`config.mk`:
```
export PLATFORM = sky130hd
export DESIGN_NAME = regfile_operand_fetch_flat
export DESIGN_NICKNAME = d
export VERILOG_FILES = /design/src/rtl/regfile_operand_fetch_if.sv /design/src/rtl/regfile_operand_fetch.sv /design/src/flat_wrapper.sv
export SDC_FILE = /design/constraint.sdc
export NUM_CORES = 1
export LEC_CHECK = 0
export CAP_MARGIN = 20
export CORE_MARGIN = 1
export CORE_UTILIZATION = 38
export CTS_BUF_LIST = sky130_fd_sc_hd__clkbuf_4 sky130_fd_sc_hd__clkbuf_8 sky130_fd_sc_hd__clkbuf_16
export DETAILED_ROUTE_END_ITERATION = 10
export PLACE_DENSITY_LB_ADDON = 0.3
export SETUP_SLACK_MARGIN = 0.15
export SYNTH_ARGS = -nofsm -noshare
export SYNTH_HDL_FRONTEND = slang
export SYNTH_SLANG_ARGS = --single-unit
```
`constraint.sdc`:
```
create_clock -name CLK -period 2.16 [get_ports CLK]
set_input_delay 0.432 -clock CLK [delete_from_list [all_inputs] [get_ports CLK]]
set_output_delay 0.432 -clock CLK [all_outputs]
set_load 0.01 [all_outputs]
```
`src/rtl/regfile_operand_fetch_if.sv`:
```
// Bus bundle for regfile_operand_fetch: control-unit request, register-file
// read/write-snoop ports and the A/B operand handshake toward the ALU stage.
interface regfile_operand_fetch_if #(
    parameter int unsigned DATA_W = 32,
    parameter int unsigned ADDR_W = 5,
    parameter int unsigned CNT_W  = 16
);
    logic              req_valid;
    logic              req_ready;
    logic [ADDR_W-1:0] req_rs;
    logic [ADDR_W-1:0] req_rt;

    logic [ADDR_W-1:0] rf_rs;
    logic [ADDR_W-1:0] rf_rt;
    logic [DATA_W-1:0] rf_data1;
    logic [DATA_W-1:0] rf_data2;

    logic              wb_wre;
    logic [ADDR_W-1:0] wb_reg;
    logic [DATA_W-1:0] wb_data;

    logic              out_valid;
    logic              out_ready;
    logic [DATA_W-1:0] A;
    logic [DATA_W-1:0] B;
    logic [ADDR_W-1:0] out_rs;
    logic [ADDR_W-1:0] out_rt;
    logic [CNT_W-1:0]  fetch_cnt;

    modport slave (
        input  req_valid, req_rs, req_rt,
        input  rf_data1, rf_data2,
        input  wb_wre, wb_reg, wb_data,
        input  out_ready,
        output req_ready, rf_rs, rf_rt,
        output out_valid, A, B, out_rs, out_rt, fetch_cnt
    );

    modport master (
        output req_valid, req_rs, req_rt,
        output rf_data1, rf_data2,
        output wb_wre, wb_reg, wb_data,
        output out_ready,
        input  req_ready, rf_rs, rf_rt,
        input  out_valid, A, B, out_rs, out_rt, fetch_cnt
    );
endinterface

```
`src/rtl/regfile_operand_fetch.sv`:
```
// Operand fetch: latches rs/rt, reads the register file, holds A/B for the ALU.
// Optional macro OPFETCH_SNOOP_EN: refresh held A/B from register-file writes in HOLD.
module regfile_operand_fetch #(
    parameter int unsigned DATA_W = 32,
    parameter int unsigned ADDR_W = 5,
    parameter int unsigned CNT_W  = 16
) (
    input logic                    CLK,
    input logic                    Reset,
    regfile_operand_fetch_if.slave bus
);

    typedef enum logic [1:0] {
        ST_IDLE   = 2'd0,
        ST_SAMPLE = 2'd1,
        ST_HOLD   = 2'd2
    } state_e;

    state_e            state_q, state_d;
    logic [ADDR_W-1:0] rs_q, rs_d;
    logic [ADDR_W-1:0] rt_q, rt_d;
    logic [DATA_W-1:0] a_q, a_d;
    logic [DATA_W-1:0] b_q, b_d;
    logic [ADDR_W-1:0] out_rs_q, out_rs_d;
    logic [ADDR_W-1:0] out_rt_q, out_rt_d;
    logic [CNT_W-1:0]  cnt_q, cnt_d;
    logic              ready_q, ready_d;
    logic              valid_q, valid_d;

    // State and datapath registers; ready/valid are registered decodes of next state.
    always_ff @(posedge CLK) begin
        if (!Reset) begin
            state_q  <= ST_IDLE;
            rs_q     <= '0;
            rt_q     <= '0;
            a_q      <= '0;
            b_q      <= '0;
            out_rs_q <= '0;
            out_rt_q <= '0;
            cnt_q    <= '0;
            ready_q  <= 1'b1;
            valid_q  <= 1'b0;
        end else begin
            state_q  <= state_d;
            rs_q     <= rs_d;
            rt_q     <= rt_d;
            a_q      <= a_d;
            b_q      <= b_d;
            out_rs_q <= out_rs_d;
            out_rt_q <= out_rt_d;
            cnt_q    <= cnt_d;
            ready_q  <= ready_d;
            valid_q  <= valid_d;
        end
    end

    // Next-state and datapath update.
    always_comb begin
        state_d  = state_q;
        rs_d     = rs_q;
        rt_d     = rt_q;
        a_d      = a_q;
        b_d      = b_q;
        out_rs_d = out_rs_q;
        out_rt_d = out_rt_q;
        cnt_d    = cnt_q;

        unique case (state_q)
            ST_IDLE: begin
                if (bus.req_valid) begin
                    rs_d    = bus.req_rs;
                    rt_d    = bus.req_rt;
                    state_d = ST_SAMPLE;
                end
            end
            ST_SAMPLE: begin
                // r0 reads as zero regardless of what the file returns.
                a_d      = (rs_q == '0) ? '0 : bus.rf_data1;
                b_d      = (rt_q == '0) ? '0 : bus.rf_data2;
                out_rs_d = rs_q;
                out_rt_d = rt_q;
                state_d  = ST_HOLD;
            end
            ST_HOLD: begin
`ifdef OPFETCH_SNOOP_EN
                if (bus.wb_wre && (bus.wb_reg != '0)) begin
                    if (bus.wb_reg == out_rs_q) a_d = bus.wb_data;
                    if (bus.wb_reg == out_rt_q) b_d = bus.wb_data;
                end
`endif
                if (bus.out_ready) begin
                    cnt_d   = (cnt_q == '1) ? cnt_q : cnt_q + CNT_W'(1);
                    state_d = ST_IDLE;
                end
            end
            default: state_d = ST_IDLE;
        endcase

        ready_d = (state_d == ST_IDLE);
        valid_d = (state_d == ST_HOLD);
    end

`ifndef OPFETCH_SNOOP_EN
    logic unused_wb;
    assign unused_wb = ^{bus.wb_wre, bus.wb_reg, bus.wb_data};
`endif

    assign bus.req_ready = ready_q;
    assign bus.out_valid = valid_q;
    assign bus.rf_rs     = rs_q;
    assign bus.rf_rt     = rt_q;
    assign bus.A         = a_q;
    assign bus.B         = b_q;
    assign bus.out_rs    = out_rs_q;
    assign bus.out_rt    = out_rt_q;
    assign bus.fetch_cnt = cnt_q;

endmodule

```
`src/flat_wrapper.sv`:
```
// flat-port wrapper written by rule: the top's interface ports become plain ports
module regfile_operand_fetch_flat 
#(
    parameter int unsigned DATA_W = 32,
    parameter int unsigned ADDR_W = 5,
    parameter int unsigned CNT_W  = 16
)
  (CLK, Reset, bus_req_valid, bus_req_rs, bus_req_rt, bus_rf_data1, bus_rf_data2, bus_wb_wre, bus_wb_reg, bus_wb_data, bus_out_ready, bus_req_ready, bus_rf_rs, bus_rf_rt, bus_out_valid, bus_A, bus_B, bus_out_rs, bus_out_rt, bus_fetch_cnt);
  regfile_operand_fetch_if #(.DATA_W(DATA_W), .ADDR_W(ADDR_W), .CNT_W(CNT_W)) bus_i ();
  input logic CLK;
  input logic Reset;
  input wire logic [$bits(bus_i.req_valid)-1:0] bus_req_valid;
  input wire logic [$bits(bus_i.req_rs)-1:0] bus_req_rs;
  input wire logic [$bits(bus_i.req_rt)-1:0] bus_req_rt;
  input wire logic [$bits(bus_i.rf_data1)-1:0] bus_rf_data1;
  input wire logic [$bits(bus_i.rf_data2)-1:0] bus_rf_data2;
  input wire logic [$bits(bus_i.wb_wre)-1:0] bus_wb_wre;
  input wire logic [$bits(bus_i.wb_reg)-1:0] bus_wb_reg;
  input wire logic [$bits(bus_i.wb_data)-1:0] bus_wb_data;
  input wire logic [$bits(bus_i.out_ready)-1:0] bus_out_ready;
  output wire logic [$bits(bus_i.req_ready)-1:0] bus_req_ready;
  output wire logic [$bits(bus_i.rf_rs)-1:0] bus_rf_rs;
  output wire logic [$bits(bus_i.rf_rt)-1:0] bus_rf_rt;
  output wire logic [$bits(bus_i.out_valid)-1:0] bus_out_valid;
  output wire logic [$bits(bus_i.A)-1:0] bus_A;
  output wire logic [$bits(bus_i.B)-1:0] bus_B;
  output wire logic [$bits(bus_i.out_rs)-1:0] bus_out_rs;
  output wire logic [$bits(bus_i.out_rt)-1:0] bus_out_rt;
  output wire logic [$bits(bus_i.fetch_cnt)-1:0] bus_fetch_cnt;
  assign bus_i.req_valid = bus_req_valid;
  assign bus_i.req_rs = bus_req_rs;
  assign bus_i.req_rt = bus_req_rt;
  assign bus_i.rf_data1 = bus_rf_data1;
  assign bus_i.rf_data2 = bus_rf_data2;
  assign bus_i.wb_wre = bus_wb_wre;
  assign bus_i.wb_reg = bus_wb_reg;
  assign bus_i.wb_data = bus_wb_data;
  assign bus_i.out_ready = bus_out_ready;
  assign bus_req_ready = bus_i.req_ready;
  assign bus_rf_rs = bus_i.rf_rs;
  assign bus_rf_rt = bus_i.rf_rt;
  assign bus_out_valid = bus_i.out_valid;
  assign bus_A = bus_i.A;
  assign bus_B = bus_i.B;
  assign bus_out_rs = bus_i.out_rs;
  assign bus_out_rt = bus_i.out_rt;
  assign bus_fetch_cnt = bus_i.fetch_cnt;
  regfile_operand_fetch #(.DATA_W(DATA_W), .ADDR_W(ADDR_W), .CNT_W(CNT_W)) u_core (.CLK(CLK), .Reset(Reset), .bus(bus_i));
endmodule
```
==> results.cfg <==
[job]
drv_cap = 0

[timing]
rsz0062_at_grt = no
worst_clock_skew_ns = 0.01280
tightestPinTransition_ns = 0.6820
hold_viol = 0
slew_violations = 0
fin_crit_sh_pct = 87.31
final.min_clock_period_ns = 1.886
finalSetupTns_ns = 0
fmax_mhz = 530.2
max-slew-margin-rel_pct = 54.44
finalWorstSetupSlack_ns = 0.2740
setup_viol = 0

[floorplan]
die_y_um = 102.5
core_um2 = 9774
ioPinCount = 218
die_w_um = 102.5
die-area_um2 = 10500
rows = 36
start_util_pct = 39.23

[setup_path]
crit_path_start_kind = flip-flop
r2r_setup_slack_ns = 0.31
path_depth = 1
r2r_cells = 6
reg2reg_to = u_core.bus.fetch_cnt[4]
setup.worst_path.start = u_core.bus.fetch_cnt[4]
max_stage_delay_ns = 0.60
worst-path-buf-inv = 1
worst-setup-path-type = flip-flop to output pin
cp.arrival_ns = 1.45
endpoint_kind = output pin
crit_fanout = 7
crit_slowest_cell = clkdlybuf4s50_1
cp.required_ns = 1.73
cpLargestDelayFamily = buffers and inverters
crit_chain = clkdlybuf4s50_1
timing.rr.start = u_core.bus.fetch_cnt[0]
crit_end = bus_fetch_cnt[4]

[synthesis]
avgSynthCellArea_um2 = 9.153
synth_fp_nets = 536
ys_top_cells_by_count = dfxtp_1, nor2_1, a22oi_1
synth_top_area_share_pct = 54.29
yosysSeqAreaShare_pct = 54.29
netlist_instances = 419
ys_top_cells_by_area = dfxtp_1, a22oi_1, nor2_1, nand2_1, a21oi_1
syn-cell-area_um2 = 3835
synth-edff-count = 0
yosys_warnings = 0
yosysMostFrequentCell = dfxtp_1
yosys.area.top_type = dfxtp_1
ys.flop_type = dfxtp_1
ys_ff_latch = 104
synth.lib_cells_used.distinct = 43
async_flop_share_pct = 0

[cts]
cts_root_buffer = clkbuf_8
cts_hold_buffers = 0
cts_sinks = 104
clkTransAtPathRegs_ns = 0.10
cts_resized = 0
cts_made_buffers = 9
clk_latency_ns = 0.36
postCtsSetupBuffers = 0
cts_tree = yes
cts_max_path_buffers = 2
h-tree-depth = 3

[grt]
grt_pass1_wl_um = 16140
grt_overflow = 0
antenna_found_initial = 0
grt.total_usage_pct = 19.50
grt_max_degree = 41
grt_pass1_vias = 3441

[power_and_ir_drop]
power_density_nw_per_um2 = 612.5
ir_worst_vdd_uv = 353.5
p_leak_nw = 2.092

[hold_path]
hold_class = flip-flop to flip-flop
worstHoldPathCells = 2

[final_layout]
fin_util_pct = 61.06
drive_gt1_share_pct = 6.879
stdcell_count = 729
num_antenna_cells = 0
syn2layout_area_growth_pct = 55.63
final_nets = 708

[drt]
num_vias = 3727
drtAntennaViolNets = 0
drc = 0
first_iter_violations = 130
wl_um = 10590
wire_per_inst_um = 14.53
drt-pass1-iter-count = 4
via_per_inst = 5.112

[placed_design]
place_hpwl_um = 7548
dp_cells = 713
io_buffers = 179
gp_congestion = 0.8350
dp_slack_ns = 0.08993

[status]
status = complete, no violations
==> sequential cells by signal, summed over array words and instances, names as in the netlist <==
register	count
u_core.bus.rf_rt	5
u_core.bus.fetch_cnt	16
u_core.bus.out_valid	1
u_core.bus.out_rs	5
u_core.bus.rf_rs	5
u_core.bus.B	32
u_core.bus.A	32
u_core.bus.req_ready	1
u_core.state_q	2
u_core.bus.out_rt	5
==> how the worst min path moves through the flow <==
stage | end | startpoint | slack (ns)
global route | u_core.bus.out_rs[3] | u_core.bus.out_rs[3] | 0.49
floorplan | u_core.bus.out_rs[0] | u_core.bus.out_rs[0] | 0.48
CTS | u_core.bus.out_rs[2] | u_core.bus.out_rs[2] | 0.46
finish | u_core.bus.out_rs[2] | u_core.bus.out_rs[2] | 0.46
global placement | u_core.bus.out_rs[1] | u_core.bus.out_rs[1] | 0.44
detailed placement | u_core.bus.out_rs[2] | u_core.bus.out_rs[2] | 0.45
==> routing by layer <==
metal | part of all wire (%) | vias to the layer above | GRT usage [%]
met5 | 0 | - | 0
met3 | 4.7 | 19 | 3.488
met4 | 2.5 | 0 | 9.341
met2 | 51 | 108 | 33.79
li1 | - | 1827 | -
met1 | 41 | 1773 | 23.26
==> area by class of cell <==
cell class / instances / area (um^2)
multi-input cells: 280 / 1618
flip-flops and latches: 104 / 2082
clock buffers: 10 / 131.4
clock inverters: 6 / 45.04
repair buffers: 191 / 1907
inverters: 5 / 18.77
well taps: 133 / 166.4
fillers: 872 / 3806
==> through the flow <==
step	hold WS [ns]	power, W	instance area, um^2
finish	0.4574	0.003656	5968
global route	0.4860	0.003817	5968
CTS	0.4614	0.003701	5968
detailed placement	0.4485	0.002600	5792
global placement	0.4428	0.002586	5792
floorplan	0.4805	0.002273	3835
==> worst min-delay path, cell delays in order (launching register included) <==
cell     delay (ns)
dfxtp_1        0.32
nand2_1        0.05
a21oi_1        0.05
==> kinds of logic (layout without fill, tap and decap cells) <==
group / after synthesis / after routing / share of synthesized area, %
compound gates: 109 / 109 / 19.31
fa+ha+maj: 1 / 1 / 0.3262
buf+inv: 35 / 212 / 3.784
flops: 104 / 104 / 54.29
mux: 5 / 5 / 1.305
simple gates: 165 / 165 / 20.98
==> power breakdown <==
group | internal, W | leakage (nW) | switching, W
sequential | 0.00198 | 0.843 | 0.0000432
clock | 0.000437 | 0.0823 | 0.000666
combinational | 0.000300 | 1.17 | 0.000227
==> cell usage in the layout, fill, tap and decap left out, types with 2 or more instances in the layout <==
cell             count
o41ai_1              2
nor4_1               3
clkbuf_8             9
and3_1               2
nor2_1              70
a22oi_1             64
clkinvlp_4           3
a21oi_2              2
buf_12               2
clkdlybuf4s50_1    179
nand3_1              6
buf_4               10
mux2i_1              5
nand4_4              2
nor4_2               2
inv_1                4
or4_1                3
a211oi_1             2
nor3_1               5
o31ai_1              3
a21oi_1             28
o311ai_0             2
nand2_1             53
o21ai_0              2
nand2b_1             4
dfxtp_1            104
Power figures use the tool's default switching activity.
